--- src/rtl/bridge_ctrl_pkg.sv ---
`default_nettype none
// ============================================================================
// Module   : bridge_ctrl_pkg
// Brief    : Shared types for the bridge buffer sequencer: FSM state encoding
//            and the read-alignment entry carried alongside buffer reads.
// Revision : 1.0 - initial release
// ============================================================================
package bridge_ctrl_pkg;

  // Widest slice index the alignment entry can carry (TOTAL_MODULES <= 256).
  localparam int unsigned C_SLICE_W_MAX = 8;

  typedef enum logic [2:0] {
    IDLE    = 3'd0,
    WRITE   = 3'd1,
    WAIT_SA = 3'd2,
    READ    = 3'd3,
    DRAIN   = 3'd4,
    DONE    = 3'd5
  } state_e;

  typedef struct packed {
    logic                     valid;
    logic [C_SLICE_W_MAX-1:0] slice;
    logic                     last;
  } align_entry_t;

endpackage
`default_nettype wire

--- src/rtl/bridge_rd_align.sv ---
`default_nettype none
// ============================================================================
// Module   : bridge_rd_align
// Brief    : RD_LATENCY-stage delay line that carries {valid, slice, last}
//            so the sideband lines up with the buffer's registered read data.
// Revision : 1.0 - initial release
// ============================================================================
module bridge_rd_align
  import bridge_ctrl_pkg::*;
#(
  parameter int unsigned RD_LATENCY = 2
) (
  input  logic         clk,
  input  logic         rst_n,
  input  align_entry_t entry_i,
  output align_entry_t entry_o
);

  align_entry_t stage_q [RD_LATENCY];

  // Shift one stage per cycle; reset empties the whole line.
  always_ff @(posedge clk or negedge rst_n) begin
    if (!rst_n) begin
      for (int i = 0; i < int'(RD_LATENCY); i++) begin
        stage_q[i] <= '0;
      end
    end else begin
      stage_q[0] <= entry_i;
      for (int i = 1; i < int'(RD_LATENCY); i++) begin
        stage_q[i] <= stage_q[i-1];
      end
    end
  end

  assign entry_o = stage_q[RD_LATENCY-1];

endmodule
`default_nettype wire

--- src/rtl/bridge_buffer_ctrl.sv ---
`default_nettype none
// ============================================================================
// Module   : bridge_buffer_ctrl
// Brief    : Bank-0 sequencer for one bridge buffer. Collects one tile of
//            TOTAL_DEPTH write beats, then streams it out address-major,
//            slice-minor with slice index / valid / last aligned to dout.
//            Optional macro BRIDGE_CTRL_STATUS_EN adds tile_count / drop_err.
// Revision : 1.0 - initial release
// ============================================================================
module bridge_buffer_ctrl
  import bridge_ctrl_pkg::*;
#(
  parameter int unsigned TOTAL_MODULES = 4,
  parameter int unsigned TOTAL_DEPTH   = 12,
  parameter int unsigned ADDR_WIDTH    = 8,
  parameter int unsigned RD_LATENCY    = 2
) (
  input  logic                             clk,
  input  logic                             rst_n,
  input  logic                             start,
  input  logic                             in_valid,
  output logic                             in_ready,
  input  logic                             sa_ready,
  output logic                             bank0_ena,
  output logic                             bank0_wea,
  output logic [ADDR_WIDTH-1:0]            bank0_addra,
  output logic                             bank0_enb,
  output logic [ADDR_WIDTH-1:0]            bank0_addrb,
  output logic [$clog2(TOTAL_MODULES)-1:0] slicing_idx,
  output logic                             out_valid,
  output logic                             out_last,
  output logic                             busy,
`ifdef BRIDGE_CTRL_STATUS_EN
  output logic [15:0]                      tile_count,
  output logic                             drop_err,
`endif
  output logic                             done
);

  localparam int unsigned             C_SW       = $clog2(TOTAL_MODULES);
  localparam logic [ADDR_WIDTH-1:0]   C_ADDR_MAX = ADDR_WIDTH'(TOTAL_DEPTH - 1);
  localparam logic [C_SW-1:0]         C_SLC_MAX  = C_SW'(TOTAL_MODULES - 1);

  state_e                  state_q, state_d;
  logic [ADDR_WIDTH-1:0]   wr_cnt_q, wr_cnt_d;
  logic [ADDR_WIDTH-1:0]   rd_addr_q, rd_addr_d;
  logic [C_SW-1:0]         slice_q, slice_d;
  align_entry_t            push_d;
  align_entry_t            align_out;
  logic                    unused_slice_bits;

  // State and counter registers.
  always_ff @(posedge clk or negedge rst_n) begin
    if (!rst_n) begin
      state_q   <= IDLE;
      wr_cnt_q  <= '0;
      rd_addr_q <= '0;
      slice_q   <= '0;
    end else begin
      state_q   <= state_d;
      wr_cnt_q  <= wr_cnt_d;
      rd_addr_q <= rd_addr_d;
      slice_q   <= slice_d;
    end
  end

  // Next-state, counter advance and alignment push.
  always_comb begin
    state_d   = state_q;
    wr_cnt_d  = wr_cnt_q;
    rd_addr_d = rd_addr_q;
    slice_d   = slice_q;
    push_d    = '0;
    case (state_q)
      IDLE: begin
        if (start) state_d = WRITE;
      end
      WRITE: begin
        if (in_valid) begin
          if (wr_cnt_q == C_ADDR_MAX) begin
            wr_cnt_d = '0;
            state_d  = WAIT_SA;
          end else begin
            wr_cnt_d = wr_cnt_q + 1'b1;
          end
        end
      end
      WAIT_SA: begin
        if (sa_ready) state_d = READ;
      end
      READ: begin
        push_d.valid = 1'b1;
        push_d.slice = C_SLICE_W_MAX'(slice_q);
        push_d.last  = (rd_addr_q == C_ADDR_MAX) && (slice_q == C_SLC_MAX);
        if (slice_q == C_SLC_MAX) begin
          slice_d = '0;
          if (rd_addr_q == C_ADDR_MAX) begin
            rd_addr_d = '0;
            state_d   = DRAIN;
          end else begin
            rd_addr_d = rd_addr_q + 1'b1;
          end
        end else begin
          slice_d = slice_q + 1'b1;
        end
      end
      DRAIN: begin
        // The final entry is at the pipe output now; the pipe is empty next cycle.
        if (align_out.valid && align_out.last) state_d = DONE;
      end
      DONE:    state_d = IDLE;
      default: state_d = IDLE;
    endcase
  end

  bridge_rd_align #(
    .RD_LATENCY (RD_LATENCY)
  ) u_rd_align (
    .clk     (clk),
    .rst_n   (rst_n),
    .entry_i (push_d),
    .entry_o (align_out)
  );

  assign in_ready          = (state_q == WRITE);
  assign bank0_ena         = in_valid && (state_q == WRITE);
  assign bank0_wea         = bank0_ena;
  assign bank0_addra       = wr_cnt_q;
  assign bank0_enb         = (state_q == READ);
  assign bank0_addrb       = rd_addr_q;
  assign out_valid         = align_out.valid;
  assign out_last          = align_out.valid && align_out.last;
  assign slicing_idx       = align_out.slice[C_SW-1:0];
  assign unused_slice_bits = ^align_out.slice;
  assign busy              = (state_q != IDLE);
  assign done              = (state_q == DONE);

`ifdef BRIDGE_CTRL_STATUS_EN
  logic [15:0] tile_count_q;
  logic        drop_err_q;

  // Saturating tile counter and sticky protocol-violation flag.
  always_ff @(posedge clk or negedge rst_n) begin
    if (!rst_n) begin
      tile_count_q <= '0;
      drop_err_q   <= 1'b0;
    end else begin
      if ((state_q == DONE) && (tile_count_q != 16'hFFFF)) begin
        tile_count_q <= tile_count_q + 16'd1;
      end
      if ((in_valid && (state_q != WRITE)) || (start && (state_q != IDLE))) begin
        drop_err_q <= 1'b1;
      end
    end
  end

  assign tile_count = tile_count_q;
  assign drop_err   = drop_err_q;
`endif

endmodule
`default_nettype wire

--- config.mk ---
export PLATFORM = sky130hd
export DESIGN_NAME = bridge_buffer_ctrl
export DESIGN_NICKNAME = d
export VERILOG_FILES = /design/src/rtl/bridge_ctrl_pkg.sv /design/src/rtl/bridge_rd_align.sv /design/src/rtl/bridge_buffer_ctrl.sv
export SDC_FILE = /design/constraint.sdc
export NUM_CORES = 1
export LEC_CHECK = 0
export ABC_AREA = 1
export ABC_CLOCK_PERIOD_IN_PS = 1850
export BUFFER_PORTS_ARGS = -buffer_cell sky130_fd_sc_hd__buf_4
export CORE_MARGIN = 4
export CORE_UTILIZATION = 56
export DETAILED_ROUTE_END_ITERATION = 10
export HOLD_SLACK_MARGIN = 0.15
export PLACE_DENSITY = 0.77
export SETUP_SLACK_MARGIN = 0.1
export SYNTH_ARGS = -nofsm -noshare
export SYNTH_HDL_FRONTEND = slang
export SYNTH_HIERARCHICAL = 1
export SYNTH_SLANG_ARGS = --single-unit
--- constraint.sdc ---
create_clock -name clk -period 1.85 [get_ports clk]
set_input_delay 0.185 -clock clk [delete_from_list [all_inputs] [get_ports clk]]
set_output_delay 0.185 -clock clk [all_outputs]
set_load 0.1 [all_outputs]
After elaboration in Yosys (flattened, before gate mapping)
Index checks and enable logic that the tools add are counted.
- $add $sub $neg: 3
- multipliers: 0
- div/mod/pow operators: 0
- order comparisons: 0
- equality and inequality tests: 15
- shift operators: 0
- muxes and demuxes: 12
- bitwise logic cells: 0
- reductions and logical operators: 8
- operators with widths (cell ; number):
    two-way mux 3 bit ; 7
    adder 8 x 1 -> 8 bit (second input constant) ; 2
    equality test 8 x 4 -> 1 bit (second input constant) ; 2
    two-way mux 8 bit ; 2
    case mux 3 bit (5 select lines) ; 1
    two-way mux 10 bit ; 1
    != test 2 bit (second input constant) ; 4
    AND reduction 7 bit ; 1
    equality test 3 x 2 -> 1 bit (second input constant) ; 2
    equality test 3 bit (second input constant) ; 2
    != test 2 x 1 -> 1 bit (second input constant) ; 3
    AND reduction 2 bit ; 2
    equality test 3 x 1 -> 1 bit (second input constant) ; 1
    logical AND 1 bit ; 3
    zero test 3 bit ; 1
    nonzero test 3 bit ; 1
    adder 2 x 1 -> 2 bit (second input constant) ; 1
    equality test 2 bit (second input constant) ; 1
    two-way mux 2 bit ; 1
- register bits: 29
- bits in latches: 0
- memory bits (writable): 0
- memory bits (read-only): 0
- output and inout port bits: 26
- memories kept: 0

Depth between registers and ports, before layout
- depth after elaboration: 4
- depth in mapped cells: 8
- gate-level depth less buffers: 8

Hierarchy
The synthesis kept the hierarchy.
- by module, submodules not included (module ; times used ; cells an instance ; area an instance (µm²)):
    bridge_buffer_ctrl ; 1 ; 156 ; 1229.9
    bridge_rd_align ; 1 ; 30 ; 575.6

Worst setup path after synthesis
No wires, ideal clock.
- path type: reg2out
- start point: register state_q[2]
- end point: output done
- data arrival time: 2.650 ns
- slack: -0.985 ns
- stages on the path, launching flop included: 3
- path through: dfrtp_1 > inv_1 > nor3_1
- cells in the longest elaborated chain, start to end: 1
- RTL lines (element ; line ; text):
    from (decl) ; bridge_buffer_ctrl.sv:44 ; state_e state_q, state_d;
    from (signal assigned) ; bridge_buffer_ctrl.sv:60 ; state_q <= state_d;
    equality test 3 bit ; bridge_buffer_ctrl.sv:136 ; assign done = (state_q == DONE);
    to (decl) ; bridge_buffer_ctrl.sv:37 ; output logic done
Every way passes these cells.

Final worst setup path
- start point: register state_q[1]
- end point: output bank0_ena
- cells in the longest elaborated chain, start to end: 2
- RTL lines (element ; line ; text):
    equality test 3 x 1 -> 1 bit ; bridge_buffer_ctrl.sv:126 ; assign bank0_ena = in_valid && (state_q == WRITE);
    logical AND 1 bit ; bridge_buffer_ctrl.sv:126 ;
    to (decl) ; bridge_buffer_ctrl.sv:24 ; output logic bank0_ena,
Every way passes these cells.

==> results.cfg <==
[clock_tree]
cts-buffers-inserted = 5
cts_sinks = 29
cts_tree = built
htree_levels = 2
clk_latency_ns = 0.34
clk_path_buf_depth = 2
clk_pin_slew_ns = 0.09
root_buffer = clkbuf_4

[route]
drt-initial-drc-count = 42
via_count = 1232
drcViolationCount = 0
dr.pass1.iters = 4
ant_nets = 0
viasPerCell = 5.24
wire_per_inst_um = 13.1
routed_wl_mm = 3.09

[cells_and_area]
multi_input_area_um2 = 624
nFillCells = 191
fin_nets = 212
seq_area_um2 = 737
final_layout_size_suffix_gt1_share_pct = 31.7
area_growth_pct = 27.0
n_antenna_cell = 0

[global_route]
grt_pass1_vias = 1216
grt_max_degree = 30
grt-ovfl-total = 0
antenna_found_initial = 0
grt_usage_pct = 19.5
grt_pass1_wl_mm = 4.94

[placed_design]
place_congestion = 0.880
dp_hpwl_mm = 2.24
dpl_worst_slack_ns = 0.300
io_buffers = 30

[setup_path]
setup.worst_path.start_class = flip-flop
r2r_cells = 8
slowest_stage = dfrtp_2
setup.worst_path.start = state_q[1]$_DFFE_PN0P_
path_class = flip-flop to primary output
worst-path-max-fanout = 6
critPathCaptureType = primary output
worst-r2r-setup-slack_ns = 0.37
max_stage_delay_ns = 0.48
r2r_end = state_q[1]$_DFFE_PN0P_
reg2reg_from = bank0_addra[0]$_DFFE_PN0P_
arrival_ns = 1.51
cp_cell_sequence = nor3_4 -> nand2_4 -> clkinv_8 -> buf_8
required_ns = 1.66

[floorplan]
pin_count = 31
design.core.area_um2 = 2480
rows = 18
die_area_um2 = 3480
die_w_um = 59.0
start_util_pct = 58.8
die_h_um = 59.0

[power_and_ir_drop]
intPower_mw = 0.963
p_sw_mw = 0.238
power.share.sequential_pct = 52.7
irDropWorstVdd_mv = 0.627
p_total_mw = 1.20
combPwrFrac_pct = 1.8
power_density_nw_per_um2 = 649
p_leak_nw = 0.927
power.share.clock_pct = 45.5
p_sw_share_pct = 19.8

[timing]
finalCriticalPeriod_ns = 1.70
hold_viol_final = 0
worstMarginPinSlew_ns = 0.360
tns_ns = 0
slew_viol_final = 0
fin_ws_ns = 0.153
relSlewSlack_pct = 76.0
rsz0062_at_grt = yes
timing.fmax_ghz = 0.589
finalSetupViolCount = 0
fin_skew_ns = 0.00936
period_share_pct = 91.7

[synthesis]
synth_nets = 175
syn_area_per_cell_um2 = 8.72
syn_area_um2 = 1460
syn_inst = 167
ys.warnings.count = 6

[min_path]
hold_path_depth = 5
worstHoldStart = in_valid
min_path_type = input port to flip-flop
holdPathEnd = bank0_addra[6]$_DFFE_PN0P_

[status]
status = finished, final reports clean

[flow_run]
max-cap-violations = 0
## stage by stage
stage / cells / hold WS (ns) / utilization, % / cell area [µm²]
global route: 235 / 0.249 / 74.6 / 1850
CTS: 231 / 0.214 / 73.4 / 1820
detailed placement: 222 / 0.122 / 68.9 / 1710
floorplan: 167 / -0.111 / - / 1490
global placement: 222 / 0.122 / 68.9 / 1710
finish: 235 / 0.228 / 74.6 / 1850
## placed cells by master, fill, tap and decap left out, types with 5 or more instances in the layout
| cell type | instances |
|---|---|
| dfrtp_2 | 9 |
| nand3_1 | 11 |
| nor2_1 | 17 |
| o21ai_0 | 6 |
| clkbuf_4 | 5 |
| buf_4 | 32 |
| dfrtp_1 | 20 |
| xnor2_1 | 5 |
| nand4_1 | 5 |
| nand2_1 | 43 |
| inv_1 | 16 |
## state kept, by name, indices dropped and copies added, names as in the netlist
register,cells
bank0_addra,8
slice_q,2
u_rd_align/stage_q,4
u_rd_align/entry_o,4
state_q,3
bank0_addrb,8
## area by class of cell
cell class                 instances  share of cell area, %
tap                               30                   2.03
inverter                          19                   4.60
multi-input combinational        114                   33.8
sequential                        29                   39.9
clock inverter                     1                   1.62
timing repair buffer              35                   15.2
clock buffer                       7                   2.98
## critical path, delay by kind of cell (launching register included)
| family | cells | cell delay (ns) |
|---|---|---|
| buf+inv | 2 | 0.27 |
| flops | 1 | 0.48 |
| simple gates | 2 | 0.41 |
## timing repair
action,4_1_cts,5_1_grt
pin swaps,0,2
setup buffers,0,4
gates resized for setup,6,1
hold buffers,1,0
endpoints found under the hold margin,29,0
setup endpoints to repair,2,4
## worst max path at each step
stage                                         to  depth (start not counted)
after detailed placement  state_q[1]$_DFFE_PN0P_                          6
after floorplan                        bank0_wea                          5
final                                  bank0_ena                          4
after CTS                              bank0_ena                          5
after global placement    state_q[0]$_DFFE_PN0P_                          6
after global routing                   bank0_ena                          4
## metal layers
metal | track usage, % | part of all wire (%) | vias up
met5 | 0 | 0 | -
met3 | 4.79 | 5.1 | 9
li1 | - | - | 604
met2 | 33.9 | 52 | 35
met1 | 20.2 | 40 | 584
met4 | 13.9 | 3.1 | 0
## power groups by stage
stage,sequential [mW],clock (mW),combinational [mW]
floorplan,0.646,0,0.000923
global placement,0.646,0,0.0205
detailed placement,0.646,0,0.0208
CTS,0.633,0.564,0.0224
global route,0.633,0.593,0.0248
finish,0.633,0.546,0.0215
(Power assumes the default switching activity.)
